--- src/rtl/uart_pkg.sv ---
// Shared UART definitions: FSM state encodings and default frame geometry,
// common to the receiver and transmitter.
package uart_pkg;

  localparam int unsigned WIDTH_DATA_DEF = 8;
  localparam int unsigned OVERSAMPLE_DEF = 16;

  typedef enum logic [2:0] {
    ST_IDLE   = 3'd0,
    ST_START  = 3'd1,
    ST_DATA   = 3'd2,
    ST_PARITY = 3'd3,
    ST_STOP   = 3'd4
  } uart_state_t;

endpackage

--- src/rtl/uart_rx_if.sv ---
// Receiver-side bus: serial line, oversampling strobe, read strobe and the
// buffered word with its status flags.
interface uart_rx_if
  import uart_pkg::*;
#(
  parameter int unsigned WIDTH_DATA = WIDTH_DATA_DEF
) ();

  logic                  i_tick;
  logic                  i_rx;
  logic                  i_re;
  logic [WIDTH_DATA-1:0] o_data;
  logic                  o_rdy;
  logic                  o_ferr;
  logic                  o_ovr;
  logic                  o_perr;

  modport master (
    output i_tick, i_rx, i_re,
    input  o_data, o_rdy, o_ferr, o_ovr, o_perr
  );

  modport slave (
    input  i_tick, i_rx, i_re,
    output o_data, o_rdy, o_ferr, o_ovr, o_perr
  );

endinterface

--- src/rtl/uart_rx_sync2.sv ---
// Two-flop synchronizer for a single asynchronous bit; reset value selectable
// so an idle-high line does not look like a start bit out of reset.
module sync2 #(
  parameter logic RST_VAL = 1'b1
) (
  input  logic clk,
  input  logic rst,
  input  logic d,
  output logic q
);

  logic meta;

  always_ff @(posedge clk) begin
    if (rst) begin
      meta <= RST_VAL;
      q    <= RST_VAL;
    end else begin
      meta <= d;
      q    <= meta;
    end
  end

endmodule

--- src/rtl/uart_rx.sv ---
// Oversampling UART receiver with a one-word buffer and sticky error flags.
// Optional even parity bit enabled by defining UART_RX_PARITY_EN.
module uart_rx
  import uart_pkg::*;
#(
  parameter int unsigned WIDTH_DATA = WIDTH_DATA_DEF,
  parameter int unsigned OVERSAMPLE = OVERSAMPLE_DEF
) (
  input  logic       i_clk,
  input  logic       i_rst,
  uart_rx_if.slave   bus
);

  localparam int unsigned CNT_W = $clog2(OVERSAMPLE);
  localparam int unsigned BIT_W = (WIDTH_DATA > 1) ? $clog2(WIDTH_DATA) : 1;

  uart_state_t             state, state_next;
  logic [CNT_W-1:0]        tick_cnt;
  logic [BIT_W-1:0]        bit_cnt;
  logic [WIDTH_DATA-1:0]   shift;
  logic [WIDTH_DATA-1:0]   data;
  logic [WIDTH_DATA:0]     shift_in_c;
  logic                    rdy, ferr, ovr;
  logic                    rx_s;
  logic                    tick_half, tick_last, bit_last;
  logic                    cnt_clr_c, cnt_inc_c, bit_clr_c, shift_c, stop_c;
`ifdef UART_RX_PARITY_EN
  logic                    par_c, perr_pend, perr;
`endif

  sync2 #(.RST_VAL(1'b1)) u_sync (
    .clk (i_clk),
    .rst (i_rst),
    .d   (bus.i_rx),
    .q   (rx_s)
  );

  assign tick_half  = (tick_cnt == CNT_W'(OVERSAMPLE / 2 - 1));
  assign tick_last  = (tick_cnt == CNT_W'(OVERSAMPLE - 1));
  assign bit_last   = (bit_cnt == BIT_W'(WIDTH_DATA - 1));
  assign shift_in_c = {rx_s, shift};

  always_ff @(posedge i_clk) begin
    if (i_rst) state <= ST_IDLE;
    else       state <= state_next;
  end

  always_comb begin
    state_next = state;
    unique case (state)
      ST_IDLE:  if (bus.i_tick && !rx_s) state_next = ST_START;
      ST_START: if (bus.i_tick && tick_half) state_next = rx_s ? ST_IDLE : ST_DATA;
      ST_DATA: begin
        if (bus.i_tick && tick_last && bit_last) begin
`ifdef UART_RX_PARITY_EN
          state_next = ST_PARITY;
`else
          state_next = ST_STOP;
`endif
        end
      end
`ifdef UART_RX_PARITY_EN
      ST_PARITY: if (bus.i_tick && tick_last) state_next = ST_STOP;
`endif
      ST_STOP:  if (bus.i_tick && tick_last) state_next = ST_IDLE;
      default:  state_next = ST_IDLE;
    endcase
  end

  // Counter and sampling strobes; every action is gated by the tick.
  always_comb begin
    cnt_clr_c = 1'b0;
    cnt_inc_c = 1'b0;
    bit_clr_c = 1'b0;
    shift_c   = 1'b0;
    stop_c    = 1'b0;
`ifdef UART_RX_PARITY_EN
    par_c     = 1'b0;
`endif
    unique case (state)
      ST_IDLE: begin
        bit_clr_c = 1'b1;
        cnt_clr_c = bus.i_tick;
      end
      ST_START: begin
        cnt_clr_c = bus.i_tick && tick_half;
        cnt_inc_c = bus.i_tick && !tick_half;
      end
      ST_DATA: begin
        cnt_clr_c = bus.i_tick && tick_last;
        cnt_inc_c = bus.i_tick && !tick_last;
        shift_c   = bus.i_tick && tick_last;
      end
`ifdef UART_RX_PARITY_EN
      ST_PARITY: begin
        cnt_clr_c = bus.i_tick && tick_last;
        cnt_inc_c = bus.i_tick && !tick_last;
        par_c     = bus.i_tick && tick_last;
      end
`endif
      ST_STOP: begin
        cnt_clr_c = bus.i_tick && tick_last;
        cnt_inc_c = bus.i_tick && !tick_last;
        stop_c    = bus.i_tick && tick_last;
      end
      default: bit_clr_c = 1'b1;
    endcase
  end

  // Datapath and buffer; a stop-bit event is applied after the read clear so it wins.
  always_ff @(posedge i_clk) begin
    if (i_rst) begin
      tick_cnt  <= '0;
      bit_cnt   <= '0;
      shift     <= '0;
      data      <= '0;
      rdy       <= 1'b0;
      ferr      <= 1'b0;
      ovr       <= 1'b0;
`ifdef UART_RX_PARITY_EN
      perr_pend <= 1'b0;
      perr      <= 1'b0;
`endif
    end else begin
      if (cnt_clr_c)      tick_cnt <= '0;
      else if (cnt_inc_c) tick_cnt <= tick_cnt + CNT_W'(1);
      if (bit_clr_c)      bit_cnt <= '0;
      else if (shift_c)   bit_cnt <= bit_cnt + BIT_W'(1);
      if (shift_c)        shift <= shift_in_c[WIDTH_DATA:1];
`ifdef UART_RX_PARITY_EN
      if (par_c)          perr_pend <= ^shift_in_c;
`endif
      if (bus.i_re) begin
        rdy  <= 1'b0;
        ferr <= 1'b0;
        ovr  <= 1'b0;
`ifdef UART_RX_PARITY_EN
        perr <= 1'b0;
`endif
      end
      if (stop_c) begin
        if (!rx_s) begin
          ferr <= 1'b1;
        end else if (rdy && !bus.i_re) begin
          ovr <= 1'b1;
`ifdef UART_RX_PARITY_EN
        end else if (!perr_pend) begin
`else
        end else begin
`endif
          data <= shift;
          rdy  <= 1'b1;
        end
`ifdef UART_RX_PARITY_EN
        if (perr_pend) perr <= 1'b1;
`endif
      end
    end
  end

  assign bus.o_data = data;
  assign bus.o_rdy  = rdy;
  assign bus.o_ferr = ferr;
  assign bus.o_ovr  = ovr;
`ifdef UART_RX_PARITY_EN
  assign bus.o_perr = perr;
`else
  assign bus.o_perr = 1'b0;
`endif

endmodule

--- src/flat_wrapper.sv ---
// flat-port wrapper written by rule: the top's interface ports become plain ports
module uart_rx_flat import uart_pkg::*;
#(
  parameter int unsigned WIDTH_DATA = WIDTH_DATA_DEF,
  parameter int unsigned OVERSAMPLE = OVERSAMPLE_DEF
)
  (i_clk, i_rst, bus_i_tick, bus_i_rx, bus_i_re, bus_o_data, bus_o_rdy, bus_o_ferr, bus_o_ovr, bus_o_perr);
  uart_rx_if #(.WIDTH_DATA(WIDTH_DATA)) bus_i ();
  input  logic i_clk;
  input  logic i_rst;
  input wire logic [$bits(bus_i.i_tick)-1:0] bus_i_tick;
  input wire logic [$bits(bus_i.i_rx)-1:0] bus_i_rx;
  input wire logic [$bits(bus_i.i_re)-1:0] bus_i_re;
  output wire logic [$bits(bus_i.o_data)-1:0] bus_o_data;
  output wire logic [$bits(bus_i.o_rdy)-1:0] bus_o_rdy;
  output wire logic [$bits(bus_i.o_ferr)-1:0] bus_o_ferr;
  output wire logic [$bits(bus_i.o_ovr)-1:0] bus_o_ovr;
  output wire logic [$bits(bus_i.o_perr)-1:0] bus_o_perr;
  assign bus_i.i_tick = bus_i_tick;
  assign bus_i.i_rx = bus_i_rx;
  assign bus_i.i_re = bus_i_re;
  assign bus_o_data = bus_i.o_data;
  assign bus_o_rdy = bus_i.o_rdy;
  assign bus_o_ferr = bus_i.o_ferr;
  assign bus_o_ovr = bus_i.o_ovr;
  assign bus_o_perr = bus_i.o_perr;
  uart_rx #(.WIDTH_DATA(WIDTH_DATA), .OVERSAMPLE(OVERSAMPLE)) u_core (.i_clk(i_clk), .i_rst(i_rst), .bus(bus_i));
endmodule
--- config.mk ---
export PLATFORM = sky130hd
export DESIGN_NAME = uart_rx_flat
export DESIGN_NICKNAME = d
export VERILOG_FILES = /design/src/rtl/uart_pkg.sv /design/src/rtl/uart_rx_if.sv /design/src/rtl/uart_rx_sync2.sv /design/src/rtl/uart_rx.sv /design/src/flat_wrapper.sv
export SDC_FILE = /design/constraint.sdc
export NUM_CORES = 1
export LEC_CHECK = 0
export ABC_AREA = 1
export CORE_UTILIZATION = 45
export DETAILED_ROUTE_END_ITERATION = 8
export GPL_TIMING_DRIVEN = 0
export PLACE_DENSITY = 0.65
export REMOVE_ABC_BUFFERS = 1
export SETUP_SLACK_MARGIN = 0.3
export SLEW_MARGIN = 15
export SYNTH_ARGS = -nofsm -noshare
export SYNTH_HDL_FRONTEND = slang
export SYNTH_SLANG_ARGS = --single-unit
--- constraint.sdc ---
create_clock -name i_clk -period 4.3 [get_ports i_clk]
set_input_delay 1.075 -clock i_clk [delete_from_list [all_inputs] [get_ports i_clk]]
set_output_delay 1.075 -clock i_clk [all_outputs]
set_load 0.05 [all_outputs]
==> out/qor.yml, run 1 <==
critical_path:
  critical_path.top_delay_family: "buffers and inverters"
  slowest_delay_ps: 830
  worstSetupStartpoint: "u_core.bus.o_rdy"
  cp-end-kind: "output port"
  criticalPathCategory: "reg -> out"
  start_kind: "flop"
  reg2reg_depth: 7
  r2r-end: "u_core.shift[7]"
  cp.required_ps: 3220
  r2r_start: "u_core.tick_cnt[0]"
  path_cells: "clkdlybuf4s50_1"
  cp_num_cells: 1
  crit_slowest_cell: "clkdlybuf4s50_1"
  cp_data_arrival_time_ps: 1550
  r2r_slack_ps: 2470
  cp_max_fo: 4
  crit_buf_inv: 1
  worstSetupEndpoint: "bus_o_rdy"
final_layout:
  diodes: 0
  nets: 214
  layoutNonFillerInstCount: 237
  area_growth_pct: 15.04
  fill_cells: 274
  fin_area_um2: 1589
  drive_gt1_share_pct: 6.311
  final_core_util_pct: 56.17
global_route:
  grt_use_total_pct: 17.71
  grt_pass1_vias: 1082
  grt_pass1_wl_um: 4491
  grt_overflow: 0
  grt_start_max_net_pins: 16
  antenna_found_initial: 0
cts:
  clk_path_buf_depth: 2
  worstSkewPairLatency_ps: 310
  tritoncts: "built"
  post_cts_resized: 0
  clockRootBuffer: "clkbuf_4"
  cts-htree-levels: 2
  holdBufCountCts: 0
  clock-sinks: 31
  numCtsBuffers: 5
  postCtsSetupBuffers: 0
  cts.clk_slew.worst_paths_ps: 90
synth:
  synth_area_leaders: "dfxtp_1 (45%), nand2_1 (14%), a21oi_1 (6.5%)"
  yosys-top-cells-count: "nand2_1 (51), dfxtp_1 (31), inv_1 (22), nor2_1 (20), a21oi_1 (18)"
  yosys.area.top_type: "dfxtp_1"
  syn_area_um2: 1381
  ys_seq_elements: 31
  yosysUniqueCellTypes: 23
  synth-main-ff-cell: "dfxtp_1"
  ys_seq_area_share_pct: 44.93
  synth.most_common_cell: "nand2_1"
  yosysTopAreaCellShare_pct: 44.93
  avgSynthCellArea_um2: 7.270
  synthCells: 190
  async_flop_share_pct: 0
  yosysWarnings: 0
  synth_enable_flop_cells: 0
sta:
  drv_slew: 0
  min_period_ps: 2630
  finalCritPeriodShare_pct: 61.16
  max_freq_mhz: 380.2
  hold_violations: 0
  worst_pin_slew_ps: 504.0
  rsz0062_at_grt: "no"
  fin_ws_ps: 1670
  whs_ps: 446.3
  fin_worst_skew_ps: 5.838
  tns_ps: 0
  setup_viol: 0
  slew_headroom_pct: 66.30
detailed_routing:
  drc_errors: 3
  drtPass1Iterations: 6
  finalWirelength_um: 2598
  vias: 1195
  ant_nets: 0
  drtIter0Drc: 77
  wl_per_cell_um: 10.96
  via_per_inst: 5.042
pwr:
  p_leak_nw: 0.6534
  ir_drop_mv: 0.2647
  power.density_nw_per_um2: 388.1
  power_mw: 0.6166
placed_design:
  dp_hpwl_um: 1969
  gp_congestion: 0.8331
  io_buffers: 15
  post-place-ws_ps: 1400
  placed_area_um2: 1533
  dp_cells: 230
die:
  start_util_pct: 48.83
  fp.dieW_um: 57.41
  rows: 19
  fp.coreArea_um2: 2829
  io_pins: 17
  die_h_um: 57.41
  fp.dieArea_um2: 3295
hold_path:
  hold_path.class: "reg -> reg"
job:
  cap_violations: 0
run_status:
  violations: "DRC"
  status: "finished with violations"
## worst min-delay path by stage
stage,start,to,slack [ps],cells after the start
floorplan,u_core.u_sync.meta,u_core.u_sync.q,390,1
global placement,u_core.u_sync.meta,u_core.u_sync.q,400,1
detailed placement,u_core.u_sync.meta,u_core.u_sync.q,430,1
CTS,u_core.u_sync.meta,u_core.u_sync.q,460,1
global route,u_core.u_sync.meta,u_core.u_sync.q,470,1
finish,u_core.u_sync.meta,u_core.u_sync.q,450,1
## layout by cell type, fill, tap and decap left out
master           instances
a21oi_1                 18
a21oi_4                  1
a31oi_1                  1
clkbuf_4                 5
clkbuf_8                 1
clkdlybuf4s50_1         15
clkinv_2                 1
conb_1                   1
dfxtp_1                 31
ha_1                     3
inv_1                   22
nand2_1                 51
nand3_1                  9
nand3_2                  2
nand4_1                  8
nor2_1                  20
nor2_4                   1
nor3_1                   1
o211ai_1                 1
o21ai_0                  9
o41ai_1                  1
or2_0                    1
or2_2                    2
xnor2_1                  1
## logic make-up (layout without fill, tap and decap cells)
group                    Yosys count  count (layout)  share of synthesized area, %
flip-flops                        31              31                         44.93
adder cells (fa/ha/maj)            3               3                         2.718
AO/OA/AOI/OAI                     31              31                         12.59
AND/OR/NAND/NOR                   95              95                         30.16
XOR/XNOR                           1               1                        0.6342
buffers and inverters             28              44                         8.695
other                              1               1                        0.2715
## flip-flops by register name, indices dropped and copies added (netlist names)
signal / count
u_core.bus.o_ovr: 1
u_core.bus.o_data: 8
u_core.bit_cnt: 3
u_core.state: 3
u_core.u_sync.meta: 1
u_core.shift: 8
u_core.tick_cnt: 4
u_core.bus.o_rdy: 1
u_core.u_sync.q: 1
u_core.bus.o_ferr: 1
## final cells by class
type / instances / area [um2] / area share, %
repair buffers: 15 / 150.1 / 9.449
clock inverters: 1 / 5.005 / 0.3150
inverters: 22 / 82.58 / 5.197
flip-flops and latches: 31 / 620.6 / 39.06
well taps: 31 / 38.79 / 2.441
clock buffers: 6 / 51.30 / 3.228
multi-input cells: 131 / 640.6 / 40.32
## where the power goes
group,internal [mW],switching (mW)
registers,0.299,0.0141
clock network,0.0756,0.0878
logic,0.0449,0.0953
total,0.419,0.197
## per-layer routing
| layer | wire, um | vias up | track usage, % |
|---|---|---|---|
| met1 | 1300 | 532 | 22.49 |
| met4 | 34 | 0 | 8.362 |
| met3 | 126 | 4 | 5.669 |
| met5 | 0 | - | 0 |
| li1 | - | 639 | - |
| met2 | 1137 | 20 | 27.24 |
Note: power is estimated with default switching activity, not from simulation.
==> inputs of run 2 (changes only) <==
==> constraint.sdc (replaced) <==
create_clock -name i_clk -period 2.6 [get_ports i_clk]
set_input_delay 0.65 -clock i_clk [delete_from_list [all_inputs] [get_ports i_clk]]
set_output_delay 0.65 -clock i_clk [all_outputs]
set_load 0.05 [all_outputs]
==> out/qor.yml, run 2 (same netlist as run 1, synthesis figures left out) <==
run_status:
  status: "finished with violations"
  violations: "DRC"
die:
  fp.coreArea_um2: 2829
  die_h_um: 57.41
  rows: 19
  fp.dieW_um: 57.41
  start_util_pct: 48.83
  io_pins: 17
  fp.dieArea_um2: 3295
sta:
  fin_worst_skew_ps: 5.838
  finalCritPeriodShare_pct: 84.81
  tns_ps: 0
  drv_slew: 0
  slew_headroom_pct: 66.30
  max_freq_mhz: 453.5
  setup_viol: 0
  hold_violations: 0
  rsz0062_at_grt: "no"
  worst_pin_slew_ps: 504.0
  min_period_ps: 2205
placed_design:
  io_buffers: 15
  dp_hpwl_um: 1969
  dp_cells: 230
  placed_area_um2: 1533
  gp_congestion: 0.8331
global_route:
  grt_pass1_vias: 1082
  antenna_found_initial: 0
  grt_overflow: 0
  grt_pass1_wl_um: 4491
  grt_use_total_pct: 17.71
  grt_start_max_net_pins: 16
critical_path:
  slowest_delay_ps: 830
  criticalPathCategory: "reg -> out"
  crit_buf_inv: 1
  reg2reg_depth: 7
  path_cells: "clkdlybuf4s50_1"
  crit_slowest_cell: "clkdlybuf4s50_1"
  r2r-end: "u_core.shift[7]"
  cp.required_ps: 1950
  worstSetupStartpoint: "u_core.bus.o_rdy"
  cp-end-kind: "output port"
  start_kind: "flop"
  cp_data_arrival_time_ps: 1550
  critical_path.top_delay_family: "buffers and inverters"
  cp_max_fo: 4
  r2r_slack_ps: 870
  r2r_start: "u_core.tick_cnt[0]"
pwr:
  ir_drop_mv: 0.4378
  power.density_nw_per_um2: 641.8
  p_leak_nw: 0.6508
detailed_routing:
  drc_errors: 3
  vias: 1195
  via_per_inst: 5.042
  drtPass1Iterations: 6
  wl_per_cell_um: 10.96
  finalWirelength_um: 2598
  ant_nets: 0
  drtIter0Drc: 77
cts:
  holdBufCountCts: 0
  numCtsBuffers: 5
  postCtsSetupBuffers: 0
  cts.clk_slew.worst_paths_ps: 90
  tritoncts: "built"
  clock-sinks: 31
  clk_path_buf_depth: 2
  cts-htree-levels: 2
  clockRootBuffer: "clkbuf_4"
  worstSkewPairLatency_ps: 310
final_layout:
  fill_cells: 274
  multi_input_area_um2: 640.6
  fin_area_um2: 1589
  area_growth_pct: 15.04
  final_cell_mix: "nand2_1 (51), dfxtp_1 (31), inv_1 (21)"
  nets: 214
  diodes: 0
  layoutNonFillerInstCount: 237
  drive_gt1_share_pct: 6.796
  seq_area_um2: 620.6
  final_common_cell: "nand2_1"
job:
  cap_violations: 0
hold_path:
  hp-start: "u_core.u_sync.meta"
  hold_path_depth: 1
  holdPathEnd: "u_core.u_sync.q"
  hold_path.class: "reg -> reg"
run 2: cell counts in the layout (fill, tap and decap cells not counted):
No cell type changed its count.
run 2: per-layer routing:
layer / global-route usage, % / vias to the layer above / share of wire, % / routed length (um)
met4: 8.362 / 0 / 1.3 / 34
met1: 22.49 / 532 / 50 / 1300
met2: 27.24 / 20 / 44 / 1138
met3: 5.669 / 4 / 4.8 / 126
li1: - / 639 / - / -
met5: 0 / - / 0 / 0
run 2: how the worst max path moves through the flow:
| stage | endpoint | slack (ps) | cells past startpoint |
|---|---|---|---|
| global placement | u_core.shift[7] | 170 | 7 |
| global route | bus_o_rdy | 320 | 1 |
| CTS | bus_o_rdy | 370 | 1 |
| finish | bus_o_rdy | 400 | 1 |
| floorplan | u_core.shift[7] | 1100 | 6 |
| detailed placement | u_core.shift[7] | 120 | 7 |
run 2: layout make-up:
class                      count  area share [%]
inverter                      22           5.197
sequential                    31           39.06
tap                           31           2.441
clock buffer                   6           3.228
multi-input combinational    131           40.32
timing repair buffer          15           9.449
clock inverter                 1          0.3150
run 2: timing repair:
| action | 4_1_cts | 5_1_grt |
|---|---|---|
| gates resized for setup | 0 | 1 |
| hold endpoints to repair | 0 | 0 |
| setup endpoints to repair | 0 | 2 |
run 2: report_power, final:
| group | internal [mW] | switching [mW] | leakage (nW) |
|---|---|---|---|
| logic | 0.0742 | 0.158 | 0.366 |
| registers | 0.494 | 0.0234 | 0.250 |
| clock network | 0.125 | 0.145 | 0.0341 |
| total | 0.694 | 0.326 | 0.651 |
run 2: through the flow:
step	hold WS [ps]	power (mW)	setup slack (ps)	util, %
global route	473.3	1.090	315.1	56.17
CTS	462.1	1.031	373.0	56.17
global placement	401.8	0.7511	167.7	54.18
floorplan	389.5	0.7042	1097	-
detailed placement	432.7	0.7592	124.7	54.18
finish	446.3	1.020	395.0	56.17
run 2: worst register-to-register path, stage by stage (launching register included):
cell and delay, ps:
dfxtp_1 420, ha_1 250, nand3_2 130, nor2_4 150, nand2_1 250, inv_2 250, o21ai_0 100, a21oi_1 130
==> inputs of run 3 (changes only) <==
--- a/config.mk
+++ b/config.mk
@@ -9,7 +9,7 @@
 export CORE_UTILIZATION = 45
 export DETAILED_ROUTE_END_ITERATION = 8
 export GPL_TIMING_DRIVEN = 0
-export PLACE_DENSITY = 0.65
+export PLACE_DENSITY = 0.67
 export REMOVE_ABC_BUFFERS = 1
 export SETUP_SLACK_MARGIN = 0.3
 export SLEW_MARGIN = 15
==> constraint.sdc (replaced) <==
create_clock -name i_clk -period 1.9 [get_ports i_clk]
set_input_delay 0.475 -clock i_clk [delete_from_list [all_inputs] [get_ports i_clk]]
set_output_delay 0.475 -clock i_clk [all_outputs]
set_load 0.05 [all_outputs]
==> out/qor.yml, run 3 (same netlist as run 1, synthesis figures left out) <==
sta:
  max_freq_mhz: 648.7
  slew_headroom_pct: 62.87
  hold_violations: 0
  min_period_ps: 1542
  worst_pin_slew_ps: 557.0
  drv_slew: 0
  setup_viol: 0
  finalCritPeriodShare_pct: 81.13
  rsz0062_at_grt: "yes"
  fin_ws_ps: 358.4
  fin_worst_skew_ps: 5.680
global_route:
  grt_use_total_pct: 18.90
  grt_overflow: 0
  antenna_found_initial: 0
  grt_pass1_wl_um: 4671
  grt_start_max_net_pins: 16
  grt_pass1_vias: 1137
detailed_routing:
  finalWirelength_um: 2774
  drtPass1Iterations: 7
  drc_errors: 1
  vias: 1244
  via_per_inst: 5.227
  wl_per_cell_um: 11.66
  ant_nets: 0
  drtIter0Drc: 44
placed_design:
  post-place-ws_ps: -394.0
  dp_hpwl_um: 1913
  placed_area_um2: 1533
  io_buffers: 15
  gp_congestion: 0.8257
  dp_cells: 230
critical_path:
  crit_slowest_cell: "dlygate4sd2_1"
  cp.required_ps: 2150
  path_cells: "dlygate4sd2_1 -> inv_1 -> nand4_1 -> inv_1 -> nand2_1 -> nor2_1"
  r2r_start: "u_core.tick_cnt[0]"
  start_kind: "primary input"
  r2r-end: "u_core.state[0]"
  cp-end-kind: "flop"
  crit_top_cell: "inv_1"
  cp_data_arrival_time_ps: 1790
  reg2reg_depth: 6
  slowest_delay_ps: 550
  worstSetupStartpoint: "i_rst"
  criticalPathCategory: "in -> reg"
  cp_max_fo: 15
  r2r_slack_ps: 410
die:
  start_util_pct: 48.83
  fp.dieArea_um2: 3295
  io_pins: 17
  fp.coreArea_um2: 2829
  die_h_um: 57.41
  rows: 19
  fp.dieW_um: 57.41
final_layout:
  final_cell_mix: "nand2_1 (48), dfxtp_1 (29), inv_1 (21)"
  final_core_util_pct: 59.00
  nets: 214
  drive_gt1_share_pct: 16.43
  final_common_cell: "nand2_1"
  diodes: 0
  layoutNonFillerInstCount: 238
  fin_area_um2: 1669
  area_growth_pct: 20.83
hold_path:
  holdPathEnd: "u_core.u_sync.q"
  hold_path_depth: 1
  hold_path.class: "reg -> reg"
  hp-start: "u_core.u_sync.meta"
pwr:
  power.density_nw_per_um2: 937.1
  p_leak_nw: 0.6698
  ir_drop_mv: 0.4473
cts:
  numCtsBuffers: 5
  tritoncts: "built"
  cts-htree-levels: 2
  clock-sinks: 31
  cts.clk_slew.worst_paths_ps: 100
  worstSkewPairLatency_ps: 340
  clk_path_buf_depth: 2
  clockRootBuffer: "clkbuf_4"
  postCtsSetupBuffers: 0
  holdBufCountCts: 0
run_status:
  status: "finished with violations"
  violations: "DRC"
job:
  cap_violations: 0
[run 3: changes by cell type in the layout (fill, tap and decap cells not counted), moves of 3 or more]
cell,previous run,this run
clkdlybuf4s50_1,15,2
nand2_2,0,3
nand2_1,51,48
clkdlybuf4s15_2,0,10
[run 3: how the worst max path moves through the flow]
stage	end	depth (start not counted)	slack [ps]
global route	u_core.tick_cnt[2]	6	260
floorplan	u_core.shift[7]	7	420
CTS	bus_o_rdy	1	250
detailed placement	u_core.shift[7]	7	-390
finish	u_core.tick_cnt[2]	6	360
global placement	u_core.shift[7]	7	-320
[run 3: layer usage]
layer,global-route usage (%),up-vias,share of wire (%)
li1,-,647,-
met1,22.51,559,46
met2,28.24,28,47
met3,6.122,10,4.3
met4,14.29,0,3.0
met5,0,-,0
[run 3: stage by stage]
| step | hold slack, ps | TNS, ps | power (mW) |
|---|---|---|---|
| 2_1_floorplan | 389.5 | 0 | 0.9636 |
| 3_3_place_gp | 401.6 | -4600 | 1.023 |
| 3_5_place_dp | 393.1 | -5934 | 1.039 |
| 4_1_cts | 421.3 | 0 | 1.566 |
| 5_1_grt | 433.7 | 0 | 1.649 |
| 6_report | 417.6 | 0 | 1.564 |
[run 3: what timing repair did]
item	4_1_cts	5_1_grt
gates resized for setup	39	12
pin swaps	0	3
setup endpoints to repair	37	13
[run 3: critical path: cells and delay by family]
kind | cells | cell delay [ps]
buffers and inverters | 3 | 940
AND/OR/NAND/NOR | 3 | 370
[run 3: layout make-up]
class	instances	area (um2)
Clock inverter	3	43.79
Tap cell	31	38.79
Clock buffer	5	37.54
Multi-Input combinational cell	131	683.2
Fill cell	266	1160
Sequential cell	31	625.6
Inverter	22	85.08
Timing Repair Buffer	15	155.1
[run 3: report_power, final]
group | internal, mW | total (mW) | switching [mW]
clock network | 0.277 | 0.518 | 0.242
logic | 0.103 | 0.332 | 0.230
registers | 0.678 | 0.713 | 0.0350
total | 1.06 | 1.56 | 0.506
